<file path="config.mk">
export PLATFORM = sky130hd
export DESIGN_NAME = imem_dmem_arbiter_flat
export DESIGN_NICKNAME = d
export VERILOG_FILES = /design/src/rtl/imem_dmem_arbiter_pkg.sv /design/src/rtl/imem_dmem_arbiter_if.sv /design/src/rtl/imem_dmem_arbiter_prio.sv /design/src/rtl/imem_dmem_arbiter.sv /design/src/flat_wrapper.sv
export SDC_FILE = /design/constraint.sdc
export NUM_CORES = 1
export LEC_CHECK = 0
export BUFFER_PORTS_ARGS = -buffer_cell sky130_fd_sc_hd__buf_2
export CORE_AREA = 2 2 276 278
export DETAILED_ROUTE_END_ITERATION = 6
export DIE_AREA = 0 0 278 280
export GPL_ROUTABILITY_DRIVEN = 0
export SYNTH_ARGS = -nofsm -noshare
export SYNTH_HDL_FRONTEND = slang
export SYNTH_SLANG_ARGS = --single-unit
</file>
<file path="constraint.sdc">
create_clock -name clock -period 4.9 [get_ports clock]
set_clock_uncertainty 0.15 [all_clocks]
set_input_delay 1.225 -clock clock [delete_from_list [all_inputs] [get_ports clock]]
set_output_delay 1.225 -clock clock [all_outputs]
set_load 0.1 [all_outputs]
</file>
<file path="src/rtl/imem_dmem_arbiter_pkg.sv">
// imem_dmem_arbiter_pkg: shared types, encodings and helpers for the fetch/LSU memory arbiter
package imem_dmem_arbiter_pkg;

    localparam int REG_BUS = 64;
    localparam logic [REG_BUS-1:0] PC_START = 64'h8000_0000;

    typedef logic [REG_BUS-1:0] word_t;

    typedef enum logic [1:0] {
        ARB_IDLE,
        ARB_ACCESS,
        ARB_RESP
    } arb_state_t;

    typedef enum logic [1:0] {
        OWNER_NONE,
        OWNER_IF,
        OWNER_LSU
    } owner_t;

    typedef struct packed {
        owner_t owner;
        word_t  addr;
        logic   wen;
        word_t  wdata;
        word_t  wmask;
    } req_t;

    // Byte address to 64-bit word index; wraps modulo 2^64 with no range check.
    function automatic word_t word_idx(input word_t addr, input word_t base);
        return (addr - base) >> 3;
    endfunction

endpackage

</file>
<file path="src/rtl/imem_dmem_arbiter_if.sv">
// imem_dmem_arbiter_if: fetch, load/store and memory-port signals of the arbiter
interface imem_dmem_arbiter_if;
    import imem_dmem_arbiter_pkg::*;

    logic  if_req_valid;
    logic  if_req_ready;
    word_t if_req_addr;
    logic  if_flush;
    logic  if_rsp_valid;
    word_t if_rsp_data;
    logic  lsu_req_valid;
    logic  lsu_req_ready;
    word_t lsu_req_addr;
    logic  lsu_req_wen;
    word_t lsu_req_wdata;
    word_t lsu_req_wmask;
    logic  lsu_rsp_valid;
    word_t lsu_rsp_rdata;
    logic  mem_en;
    word_t mem_ridx;
    word_t mem_rdata;
    word_t mem_widx;
    word_t mem_wdata;
    word_t mem_wmask;
    logic  mem_wen;

    modport slave (
        input  if_req_valid, if_req_addr, if_flush,
        input  lsu_req_valid, lsu_req_addr, lsu_req_wen, lsu_req_wdata, lsu_req_wmask,
        input  mem_rdata,
        output if_req_ready, if_rsp_valid, if_rsp_data,
        output lsu_req_ready, lsu_rsp_valid, lsu_rsp_rdata,
        output mem_en, mem_ridx, mem_widx, mem_wdata, mem_wmask, mem_wen
    );

    modport master (
        output if_req_valid, if_req_addr, if_flush,
        output lsu_req_valid, lsu_req_addr, lsu_req_wen, lsu_req_wdata, lsu_req_wmask,
        output mem_rdata,
        input  if_req_ready, if_rsp_valid, if_rsp_data,
        input  lsu_req_ready, lsu_rsp_valid, lsu_rsp_rdata,
        input  mem_en, mem_ridx, mem_widx, mem_wdata, mem_wmask, mem_wen
    );

endinterface

</file>
<file path="src/rtl/imem_dmem_arbiter_prio.sv">
// imem_dmem_arbiter_prio: LSU-priority grant select with a streak bound so fetch is never starved
module imem_dmem_arbiter_prio #(
    parameter int MAX_LSU_STREAK = 4
) (
    input  logic clock,
    input  logic rst,
    input  logic if_valid_i,
    input  logic lsu_valid_i,
    input  logic can_accept_i,
    output logic if_grant_o,
    output logic lsu_grant_o
);

    localparam int SW = $clog2(MAX_LSU_STREAK + 1);

    logic [SW-1:0] streak_q, streak_d;
    logic          starve;

    // Grant decision and streak update: the streak only grows while fetch is actually waiting.
    always_comb begin
        starve      = if_valid_i && streak_q == SW'(MAX_LSU_STREAK);
        lsu_grant_o = can_accept_i && lsu_valid_i && !starve;
        if_grant_o  = can_accept_i && if_valid_i && !(lsu_valid_i && !starve);
        streak_d    = (!if_valid_i || if_grant_o) ? '0 :
                      (lsu_grant_o && streak_q != SW'(MAX_LSU_STREAK)) ? streak_q + 1'b1 : streak_q;
    end

    // Streak counter register.
    always_ff @(posedge clock) begin
        streak_q <= rst ? '0 : streak_d;
    end

endmodule

</file>
<file path="src/rtl/imem_dmem_arbiter.sv">
// imem_dmem_arbiter: shares one 64-bit memory port between instruction fetch and load/store
module imem_dmem_arbiter
    import imem_dmem_arbiter_pkg::*;
#(
    parameter word_t BASE_ADDR      = PC_START,
    parameter int    MAX_LSU_STREAK = 4
) (
    input logic                  clock,
    input logic                  rst,
    imem_dmem_arbiter_if.slave   bus
);

    arb_state_t state_q, state_d;
    req_t       req_q, req_d;
    word_t      rdata_q, rdata_d;
    logic       flush_q, flush_d;
    logic       if_grant, lsu_grant, can_accept, access, resp;
    word_t      idx;

    assign can_accept = state_q != ARB_ACCESS;
    assign access     = state_q == ARB_ACCESS;
    assign resp       = state_q == ARB_RESP;
    assign idx        = word_idx(req_q.addr, BASE_ADDR);

    imem_dmem_arbiter_prio #(
        .MAX_LSU_STREAK (MAX_LSU_STREAK)
    ) u_prio (
        .clock        (clock),
        .rst          (rst),
        .if_valid_i   (bus.if_req_valid),
        .lsu_valid_i  (bus.lsu_req_valid),
        .can_accept_i (can_accept),
        .if_grant_o   (if_grant),
        .lsu_grant_o  (lsu_grant)
    );

    // State register.
    always_ff @(posedge clock) begin
        state_q <= rst ? ARB_IDLE : state_d;
    end

    // Next state: every accept starts an access; a response cycle may accept the next one.
    always_comb begin
        state_d = access ? ARB_RESP : (if_grant || lsu_grant) ? ARB_ACCESS : ARB_IDLE;
    end

    // Request latch, read-data capture and stale-fetch tracking for the transaction in flight.
    always_comb begin
        req_d   = lsu_grant ? req_t'{OWNER_LSU, bus.lsu_req_addr, bus.lsu_req_wen, bus.lsu_req_wdata, bus.lsu_req_wmask} :
                  if_grant  ? req_t'{OWNER_IF, bus.if_req_addr, 1'b0, '0, '0} : req_q;
        rdata_d = access ? bus.mem_rdata : rdata_q;
        flush_d = (if_grant || lsu_grant) ? (if_grant && bus.if_flush) :
                  flush_q || (bus.if_flush && req_q.owner == OWNER_IF && state_q != ARB_IDLE);
    end

    // Datapath registers; reset drops any pending transaction.
    always_ff @(posedge clock) begin
        req_q   <= rst ? req_t'{OWNER_NONE, '0, 1'b0, '0, '0} : req_d;
        rdata_q <= rst ? '0 : rdata_d;
        flush_q <= rst ? 1'b0 : flush_d;
    end

    // Outputs: memory port driven only during ACCESS, response pulsed to the owner in RESP.
    always_comb begin
        bus.if_req_ready  = if_grant;
        bus.lsu_req_ready = lsu_grant;
        bus.mem_en        = access;
        bus.mem_wen       = access && req_q.wen;
        bus.mem_ridx      = access ? idx : '0;
        bus.mem_widx      = access ? idx : '0;
        bus.mem_wdata     = access ? req_q.wdata : '0;
        bus.mem_wmask     = access ? req_q.wmask : '0;
        bus.if_rsp_valid  = resp && req_q.owner == OWNER_IF && !flush_q && !bus.if_flush;
        bus.lsu_rsp_valid = resp && req_q.owner == OWNER_LSU;
        bus.if_rsp_data   = rdata_q;
        bus.lsu_rsp_rdata = rdata_q;
    end

endmodule
</file>
<file path="src/flat_wrapper.sv">
// flat-port wrapper written by rule: the top's interface ports become plain ports
module imem_dmem_arbiter_flat import imem_dmem_arbiter_pkg::*;
#(
    parameter word_t BASE_ADDR      = PC_START,
    parameter int    MAX_LSU_STREAK = 4
)
  (clock, rst, bus_if_req_valid, bus_if_req_addr, bus_if_flush, bus_lsu_req_valid, bus_lsu_req_addr, bus_lsu_req_wen, bus_lsu_req_wdata, bus_lsu_req_wmask, bus_mem_rdata, bus_if_req_ready, bus_if_rsp_valid, bus_if_rsp_data, bus_lsu_req_ready, bus_lsu_rsp_valid, bus_lsu_rsp_rdata, bus_mem_en, bus_mem_ridx, bus_mem_widx, bus_mem_wdata, bus_mem_wmask, bus_mem_wen);
  imem_dmem_arbiter_if bus_i ();
  input logic clock;
  input logic rst;
  input wire logic [$bits(bus_i.if_req_valid)-1:0] bus_if_req_valid;
  input wire logic [$bits(bus_i.if_req_addr)-1:0] bus_if_req_addr;
  input wire logic [$bits(bus_i.if_flush)-1:0] bus_if_flush;
  input wire logic [$bits(bus_i.lsu_req_valid)-1:0] bus_lsu_req_valid;
  input wire logic [$bits(bus_i.lsu_req_addr)-1:0] bus_lsu_req_addr;
  input wire logic [$bits(bus_i.lsu_req_wen)-1:0] bus_lsu_req_wen;
  input wire logic [$bits(bus_i.lsu_req_wdata)-1:0] bus_lsu_req_wdata;
  input wire logic [$bits(bus_i.lsu_req_wmask)-1:0] bus_lsu_req_wmask;
  input wire logic [$bits(bus_i.mem_rdata)-1:0] bus_mem_rdata;
  output wire logic [$bits(bus_i.if_req_ready)-1:0] bus_if_req_ready;
  output wire logic [$bits(bus_i.if_rsp_valid)-1:0] bus_if_rsp_valid;
  output wire logic [$bits(bus_i.if_rsp_data)-1:0] bus_if_rsp_data;
  output wire logic [$bits(bus_i.lsu_req_ready)-1:0] bus_lsu_req_ready;
  output wire logic [$bits(bus_i.lsu_rsp_valid)-1:0] bus_lsu_rsp_valid;
  output wire logic [$bits(bus_i.lsu_rsp_rdata)-1:0] bus_lsu_rsp_rdata;
  output wire logic [$bits(bus_i.mem_en)-1:0] bus_mem_en;
  output wire logic [$bits(bus_i.mem_ridx)-1:0] bus_mem_ridx;
  output wire logic [$bits(bus_i.mem_widx)-1:0] bus_mem_widx;
  output wire logic [$bits(bus_i.mem_wdata)-1:0] bus_mem_wdata;
  output wire logic [$bits(bus_i.mem_wmask)-1:0] bus_mem_wmask;
  output wire logic [$bits(bus_i.mem_wen)-1:0] bus_mem_wen;
  assign bus_i.if_req_valid = bus_if_req_valid;
  assign bus_i.if_req_addr = bus_if_req_addr;
  assign bus_i.if_flush = bus_if_flush;
  assign bus_i.lsu_req_valid = bus_lsu_req_valid;
  assign bus_i.lsu_req_addr = bus_lsu_req_addr;
  assign bus_i.lsu_req_wen = bus_lsu_req_wen;
  assign bus_i.lsu_req_wdata = bus_lsu_req_wdata;
  assign bus_i.lsu_req_wmask = bus_lsu_req_wmask;
  assign bus_i.mem_rdata = bus_mem_rdata;
  assign bus_if_req_ready = bus_i.if_req_ready;
  assign bus_if_rsp_valid = bus_i.if_rsp_valid;
  assign bus_if_rsp_data = bus_i.if_rsp_data;
  assign bus_lsu_req_ready = bus_i.lsu_req_ready;
  assign bus_lsu_rsp_valid = bus_i.lsu_rsp_valid;
  assign bus_lsu_rsp_rdata = bus_i.lsu_rsp_rdata;
  assign bus_mem_en = bus_i.mem_en;
  assign bus_mem_ridx = bus_i.mem_ridx;
  assign bus_mem_widx = bus_i.mem_widx;
  assign bus_mem_wdata = bus_i.mem_wdata;
  assign bus_mem_wmask = bus_i.mem_wmask;
  assign bus_mem_wen = bus_i.mem_wen;
  imem_dmem_arbiter #(.BASE_ADDR(BASE_ADDR), .MAX_LSU_STREAK(MAX_LSU_STREAK)) u_core (.clock(clock), .rst(rst), .bus(bus_i));
endmodule
</file>
==> impl_metrics.ini, run 1 <==
[place]
hpwl_um = 35200
portBuffers = 703
post-place-ws_ns = 0.415
dp_cells = 3046

[clock_network]
cts.sinks = 262
holdBufCountCts = 0
path_clk_slew_ns = 0.06
clk_latency_ns = 0.52
clk_path_buf_depth = 3
cts_tree = done
cts_made_buffers = 34
root_buffer = clkbuf_16
cts_max_level = 2

[die]
die_area_um2 = 77800
core_um2 = 75200
rows = 101
die_w_um = 278
start_util_pct = 16.5
ioPinCount = 716
die_h_um = 280

[setup_path]
rr_startpoint = u_core.state_q[1]
rrSetupSlack_ns = 1.57
cp.required_ns = 3.52
end_kind = output pin
cp_cell_sequence = or4_1 > or4b_4 > or4_1 > a21oi_2 > buf_2
start_kind = flip-flop
rr_endpoint = u_core.req_q[91]
crit_top_cell = or4_1
reg2regPathDepth = 8
critPathKind = flip-flop to output pin
cp_slowest_cell = or4b_4
path_max_fanout = 20
slowest_delay_ns = 0.70
cp.arrival_ns = 3.48

[timing]
setup_ws_ns = 0.0442
drv_slew = 0
fmax_mhz = 206
hold_viol_final = 0
period_share_pct = 99.1
worstMarginPinSlew_ns = 0.864
relSlewSlack_pct = 42.4
fin_crit_ns = 4.86
rsz0062_at_grt = yes
finalSetupViolCount = 0

[layout]
layout-drive-gt1-share_pct = 37.7
final_core_util_pct = 22.9
fin_nets = 2434
final_cells = 3109
synthToLayoutAreaGrowth_pct = 39.2
final_common_cell = buf_2
final_cell_mix = buf_2, nand2_1, dfxtp_1

[logic_synthesis]
synth_area_per_cell_um2 = 7.69
synthAdderAreaFrac_pct = 0.303
synth_area_leaders = dfxtp_1, a21oi_1, nand2_1
synth_cell_type_count = 41
synth-seq-cells = 262
ys_warn_count = 0
synth_top_family_by_area = simple AND/OR/NAND/NOR gates
synth_largest_area_cell = dfxtp_1
synth_mux_area_share_pct = 0.243
synthSimpleGateAreaFrac_pct = 26.9
ys_seq_area_share_pct = 42.4
synth_xor_area_share_pct = 0.708
synth_compound_area_share_pct = 16.9
syn_area_um2 = 12400
syn-instance-count = 1610
synth_top_area_share_pct = 42.4

[global_routing]
grt_start_max_net_pins = 131
grt_remaining_overflow = 0
grtUsageTotal_pct = 11.9
antenna_found_initial = 7
grt_pass1_wl_um = 73000
grt_pass1_vias = 12000

[pwr]
power_uw = 6920
comb_power_share_pct = 29.1
intPower_uw = 4190
power_density_nw_per_um2 = 402
seqPwrFrac_pct = 34.1
p_leak_uw = 0.00788
p_switching_uw = 2730
p_sw_share_pct = 39.4
p_clk_share_pct = 36.7
ir_worst_vdd_mv = 0.267

[worst_hold_path]
hp-start = u_core.req_q[27]
min_path_type = flip-flop to flip-flop
hold_depth = 2
min_to = u_core.req_q[27]

[drt]
drt-total-wl_um = 50100
viasPerCell = 4.20
dr_wl_met3_um = 3710
drtIter0Drc = 905
vias = 13100
wl_met1_um = 20500
wl_per_cell_um = 16.1
route.antenna.remaining_nets = 0
topRoutingLayerUsed = met5
drt-pass1-iter-count = 5
wl_met2_um = 24200
drc = 0

[job]
maxCapViolCount = 0

[outcome]
status = finished, final reports clean
-- final cells by class --
type	count	area (µm²)
well taps	978	1220
multi-input cells	1075	5740
flip-flops and latches	262	5250
inverters	7	36.3
clock buffers	53	1030
fillers	8451	58000
clock inverters	8	95.1
repair buffers	725	3860
diodes	1	2.50
-- kinds of logic (layout without fill, tap and decap cells) --
| family | Yosys count | after routing |
|---|---|---|
| AOI/OAI and AO/OA | 363 | 363 |
| muxes | 3 | 3 |
| other | 1 | 7 |
| xor gates and xnor gates | 10 | 10 |
| and+or+nand+nor | 690 | 690 |
| buffers and inverters | 278 | 793 |
| adders and majority gates | 3 | 3 |
| DFF | 262 | 262 |
-- per-layer routing --
layer | global-route usage (%) | up-vias
met3 | 2.89 | 77
met4 | 4.52 | 8
li1 | - | 6327
met2 | 20.2 | 566
met1 | 14.6 | 6079
met5 | 0 | -
-- how the worst max path moves through the flow --
stage | from | endpoint | slack, ns | cells after the start
final | u_core.req_q[160] | bus_mem_widx[59] | 0.04 | 5
after global routing | u_core.req_q[160] | bus_mem_widx[59] | -0.06 | 5
after CTS | u_core.req_q[160] | bus_mem_widx[59] | 0.005 | 5
after detailed placement | u_core.req_q[160] | bus_mem_ridx[57] | 0.42 | 5
after global placement | u_core.req_q[160] | bus_mem_ridx[57] | 0.42 | 5
after floorplan | u_core.req_q[160] | bus_mem_widx[40] | 0.009 | 7
-- state kept, by name, indices dropped and copies added (netlist names) --
| name | count |
|---|---|
| u_core.req_q | 192 |
| u_core.bus.if_rsp_data | 64 |
| u_core.u_prio.streak_q | 3 |
| u_core.state_q | 2 |
| u_core.flush_q | 1 |
-- synth_stat cells (all sizes together) --
cell type and number:
nand2b 4, buf 146, nand3 134, mux2i 3, o41ai 5, conb 1
xor2 6, nor4b 1, clkbuf 125, nand4 3, a21oi 278, o211ai 1
inv 7, nor2b 1, nand3b 1, nand2 325, or2 1, o31ai 8
nand4bb 1, a21boi 1, or4 10, o21a 1, nor4bb 2, nor3 6
o21ai 7, a211oi 1, ha 3, nand4b 2, xnor2 4, a32oi 61
and2 157, nor2 18, or3 12, nor4 9, or4b 3, dfxtp 262
-- critical path: cells and delay by family, from the launching register on --
family | cells | cell delay [ns]
and+or+nand+nor | 3 | 1.90
buffers and inverters | 1 | 0.47
DFF | 1 | 0.34
AOI/OAI and AO/OA | 1 | 0.24
-- per-stage QoR --
stage	hold slack (ns)	instance area (µm²)	setup TNS, ns
floorplan	0.293	12500	0
global placement	0.299	16100	0
detailed placement	0.304	16100	0
CTS	0.312	17200	0
global route	0.326	17200	-0.121
finish	0.308	17200	0
-- timing repair --
action,4_1_cts,5_1_grt
pin swaps,0,0
endpoints found under the setup margin,2,12
buffers inserted,1,0
gates resized for setup,1,3
-- power groups by stage --
stage,sequential (µW),combinational [µW],clock (µW)
CTS,2360,2030,2650
global placement,2400,2020,0
detailed placement,2410,2020,0
floorplan,2610,1420,0
global route,2380,2120,2720
finish,2360,2020,2540
(Power assumes the default switching activity.)
==> run 2: changes to the inputs <==
Settings changed: PLACE_DENSITY from default to 0.42.
==> run 2 against run 1 <==
  * Routed wire length increased by 4.7%
  * Via count up 1.1%
  * Critical path type unchanged
  * Sequential share of layout area up 0.064 points
  * Setup slack gained 0.0043 ns
  * Sequential power hardly changed
  * Design area is 0.21% lower
  * Critical endpoint is now bus_mem_ridx[59]
  * Largest power group unchanged
  * Clock power shrank 6%
==> impl_metrics.ini, run 2 (synthesis results as in run 1) <==
[timing]
relSlewSlack_pct = 31.3
finalSetupViolCount = 0
period_share_pct = 99.0
setup_ws_ns = 0.0485
rsz0062_at_grt = yes
hold_viol_final = 0
worstMarginPinSlew_ns = 1.03
fin_crit_ns = 4.85
drv_slew = 0
fmax_mhz = 206
fin_tns_setup_ns = 0

[place]
post-place-ws_ns = 0.545
portBuffers = 703
dp_cells = 3047
hpwl_um = 37300

[layout]
largest_reg_flops = 192
fin_nets = 2434
seq_area_um2 = 5250
layout-drive-gt1-share_pct = 37.9
final_core_util_pct = 22.9
top_register = u_core.req_q
final_cell_mix = buf_2, nand2_1, dfxtp_1
synthToLayoutAreaGrowth_pct = 38.9
fillCellCount = 8493
multi_input_area_um2 = 5730
final_common_cell = buf_2
final_cells = 3116

[clock_network]
ctsResizeCount = 1
cts.sinks = 262
cts_made_buffers = 34
clk_latency_ns = 0.53
clk_path_buf_depth = 3
cts_tree = done
post-cts-setup-buffers = 0
path_clk_slew_ns = 0.06
holdBufCountCts = 0
root_buffer = clkbuf_16
cts_max_level = 2

[pwr]
power_density_nw_per_um2 = 395
comb_power_share_pct = 30.0
p_sw_share_pct = 40.5
p_switching_uw = 2750
seqPwrFrac_pct = 34.7
p_clk_share_pct = 35.3
p_leak_uw = 0.00787
ir_worst_vdd_mv = 0.181
intPower_uw = 4040

[die]
die_h_um = 280
rows = 101
start_util_pct = 16.5
die_w_um = 278
die_area_um2 = 77800
ioPinCount = 716
core_um2 = 75200

[setup_path]
slowest_delay_ns = 0.71
rr_startpoint = u_core.state_q[1]
rrSetupSlack_ns = 2.24
cp.arrival_ns = 3.48
path_max_fanout = 20
start_kind = flip-flop
reg2regPathDepth = 7
crit_top_cell = or4_1
rr_endpoint = u_core.req_q[132]
cp_slowest_cell = or4b_4
critPathKind = flip-flop to output pin
cp.required_ns = 3.52
end_kind = output pin
cp_cell_sequence = or4_1 > or4b_4 > or4_1 > a21oi_2 > buf_2

[outcome]
status = finished, final reports clean

[global_routing]
grt_remaining_overflow = 0
grt_start_max_net_pins = 130
grtUsageTotal_pct = 12.6
grt_pass1_vias = 12700
antenna_found_initial = 12
grt_pass1_wl_um = 76900

[drt]
route.antenna.remaining_nets = 0
drc = 0
drt-total-wl_um = 52500
viasPerCell = 4.24
drt-pass1-iter-count = 4
vias = 13200
wl_per_cell_um = 16.8
drtIter0Drc = 563

[worst_hold_path]
min_to = u_core.req_q[15]
hp-start = u_core.req_q[15]
min_path_type = flip-flop to flip-flop
hold_depth = 2

[job]
maxCapViolCount = 0
[run 2: stage by stage]
step | hold WS [ns] | area (µm²) | power [µW]
floorplan | 0.293 | 12500 | 4030
global placement | 0.299 | 16100 | 4440
detailed placement | 0.305 | 16100 | 4450
CTS | 0.311 | 17200 | 6930
global route | 0.329 | 17200 | 7100
finish | 0.310 | 17200 | 6780
[run 2: worst max-delay path by stage]
stage	depth (start not counted)	endpoint	startpoint	slack [ns]
final	5	bus_mem_ridx[59]	u_core.req_q[160]	0.05
after global routing	5	bus_mem_ridx[59]	u_core.req_q[160]	-0.06
after CTS	5	bus_mem_ridx[47]	u_core.req_q[160]	-0.03
after floorplan	7	bus_mem_widx[40]	u_core.req_q[160]	0.009
after detailed placement	5	bus_mem_ridx[57]	u_core.req_q[160]	0.54
after global placement	5	bus_mem_widx[57]	u_core.req_q[160]	0.54
[run 2: final cells by class]
type	instances	area share [%]
well taps	978	7.12
flip-flops and latches	262	30.5
clock inverters	16	0.757
diodes	9	0.131
inverters	7	0.211
clock buffers	44	5.34
repair buffers	725	22.6
multi-input cells	1075	33.3
[run 2: power groups by stage]
stage | Combinational, µW | Sequential, µW | Clock [µW]
after global routing | 2140 | 2370 | 2590
after CTS | 2050 | 2360 | 2520
final | 2040 | 2360 | 2390
after global placement | 2050 | 2390 | 0
after floorplan | 1420 | 2610 | 0
after detailed placement | 2050 | 2400 | 0
[run 2: routing by layer]
layer | vias up | track usage, % | part of all wire, %
met5 | - | 0 | 0.057
met4 | 4 | 6.03 | 3.7
met3 | 82 | 3.11 | 6.7
met2 | 495 | 21.3 | 48
met1 | 6288 | 15.0 | 41
li1 | 6332 | - | -
[run 2: critical path, delay by kind of cell (launching register included)]
family	cells	cell delay, ns
flops	1	0.34
simple gates	3	1.95
compound gates	1	0.20
buf+inv	1	0.46
==> run 3: changes to the inputs <==
Settings changed: ABC_AREA from default to 1, CORE_AREA 2 2 276 278 to 2 2 279 281, DIE_AREA 0 0 278 280 to 0 0 281 283.
==> run 3 against run 2 <==
  * Register-to-register slack worse by 0.59 ns
  * Highest routed layer unchanged
  * Total power up 6.2%
  * Clock power rose by 8%
  * Critical endpoint is now bus_mem_widx[56]
  * Maximum frequency increased by 11%
  * Design area up 1.6%
==> impl_metrics.ini, run 3 <==
[outcome]
status = finished, final reports clean

[drt]
vias = 13500
drt-pass1-iter-count = 4
drc = 0
drt-total-wl_um = 53800
wl_per_cell_um = 15.3
viasPerCell = 3.84
route.antenna.remaining_nets = 0
drtIter0Drc = 591

[setup_path]
slowest_delay_ns = 0.52
cp_cell_sequence = inv_1 > ha_1 > nand2_1 > nor2_2 > nand2_1 > o21bai_1 > nand2_1 > nor2_1 > buf_2
path_buf_inv = 2
cp.required_ns = 3.52
crit_top_cell = nand2_1
cp.arrival_ns = 2.99
path_max_fanout = 7
start_kind = flip-flop
rrSetupSlack_ns = 1.65
end_kind = output pin
cp_slowest_cell = buf_2
critPathKind = flip-flop to output pin
crit_family = simple AND/OR/NAND/NOR gates

[layout]
final_core_util_pct = 22.8
largest_reg_flops = 192
fillCellCount = 8848
layout-drive-gt1-share_pct = 32.2
final_common_cell = buf_2
synthToLayoutAreaGrowth_pct = 38.4
top_register = u_core.req_q
final_area_um2 = 17500
fin_nets = 2788
final_cell_mix = buf_2, nand2_1, dfxtp_1

[logic_synthesis]
synth_area_per_cell_um2 = 6.55
synthFlopType = dfxtp_1
syn-instance-count = 1928
synth_cell_type_count = 27
synth_xor_area_share_pct = 0.486
synth_mux_area_share_pct = 0
synth_top_area_share_pct = 41.5
synth_most_common_cell = nand2_1
synth-edff-count = 0
synth_area_leaders = dfxtp_1, nand2_1, buf_4
synth_top_family_by_area = simple AND/OR/NAND/NOR gates
syn_area_um2 = 12600
synth_largest_area_cell = dfxtp_1
ys_top_cells_by_count = nand2_1, dfxtp_1, nor2_1
postSynth.asyncResetShare_pct = 0
synthSimpleGateAreaFrac_pct = 31.1
ys_seq_area_share_pct = 41.5
synth-seq-cells = 262
synth_compound_area_share_pct = 9.41
synthAdderAreaFrac_pct = 0.297
ys_warn_count = 0

[place]
hpwl_um = 39700
portBuffers = 703
post-place-ws_ns = 1.13
post_dp_cell_area_um2 = 16300

[timing]
period_share_pct = 89.1
fin_crit_ns = 4.37
fmax_mhz = 229
fin_tns_setup_ns = 0
drv_slew = 0
finalSetupViolCount = 0
setup_ws_ns = 0.534
rsz0062_at_grt = no
hold_viol_final = 0
worstMarginPinSlew_ns = 0.954
relSlewSlack_pct = 36.4

[die]
die_w_um = 281
core_um2 = 76700
die_h_um = 283
rows = 102
ioPinCount = 716
die_area_um2 = 79500
start_util_pct = 16.5

[pwr]
power_density_nw_per_um2 = 412
p_leak_uw = 0.00856
seqPwrFrac_pct = 33.2
ir_worst_vdd_mv = 0.194
p_sw_share_pct = 41.1
p_clk_share_pct = 35.8
intPower_uw = 4240
p_switching_uw = 2960
comb_power_share_pct = 31.0

[clock_network]
cts_max_level = 2
holdBufCountCts = 0
ctsResizeCount = 0
clk_path_buf_depth = 3
cts_tree = done
clk_latency_ns = 0.54
cts_made_buffers = 35
post-cts-setup-buffers = 0
cts.sinks = 262
path_clk_slew_ns = 0.06
root_buffer = clkbuf_16

[worst_hold_path]
min_path_type = flip-flop to flip-flop

[global_routing]
grt_pass1_vias = 12600
grt_start_max_net_pins = 176
grt_pass1_wl_um = 78400
grtUsageTotal_pct = 12.8
antenna_found_initial = 11
grt_remaining_overflow = 0

[job]
maxCapViolCount = 0
[run 3: worst paths after layout]
| kind | endpoint | startpoint | depth (start not counted) |
|---|---|---|---|
| max | bus_mem_widx[56] | u_core.req_q[160] | 9 |
| min | u_core.req_q[33] | u_core.req_q[33] | 2 |
| max reg2reg | u_core.bus.if_rsp_data[11] | u_core.state_q[1] | 9 |
| min reg2reg | u_core.req_q[33] | u_core.req_q[33] | 2 |
[run 3: logic make-up (layout without fill, tap and decap cells)]
| logic type | after synthesis | count (layout) |
|---|---|---|
| buffers and inverters | 429 | 977 |
| DFF | 262 | 262 |
| other | 1 | 11 |
| xor gates and xnor gates | 7 | 7 |
| adders and majority gates | 3 | 3 |
| AOI/OAI and AO/OA | 218 | 218 |
| and+or+nand+nor | 1008 | 1008 |
[run 3: cell type report]
type                            count  area [µm²]  share of cell area (%)
Timing Repair Buffer              731        3810                    21.8
Clock inverter                     10         144                   0.824
Antenna cell                        5        12.5                  0.0716
Sequential cell                   262        5250                    30.0
Multi-Input combinational cell   1242        5270                    30.2
Tap cell                         1040        1300                    7.45
Clock buffer                       49         980                    5.61
Inverter                          187         709                    4.06
[run 3: worst min-delay path: stages (launching register included)]
cell     delay [ns]
dfxtp_1        0.30
nand2_1        0.06
a21oi_1        0.05
[run 3: metal layers]
layer	global-route usage, %	up-vias	part of all wire [%]
li1	-	6846	-
met1	15.6	6102	43
met2	21.5	499	46
met5	0	-	0.12
met4	4.02	10	2.7
met3	3.79	73	8.3
[run 3: power by group through the flow]
stage	registers [µW]	clock network, µW	logic (µW)
finish	2390	2580	2230
global route	2410	2770	2370
CTS	2390	2700	2260
detailed placement	2440	0	2250
global placement	2440	0	2260
floorplan	2680	0	1550
[run 3: per-stage QoR]
step | hold WS, ns | power (µW) | cells
6_report | 0.310 | 7210 | 3526
5_1_grt | 0.324 | 7560 | 3524
4_1_cts | 0.315 | 7350 | 3521
3_5_place_dp | 0.305 | 4690 | 3462
3_3_place_gp | 0.303 | 4690 | 3462
2_1_floorplan | 0.294 | 4230 | 1933
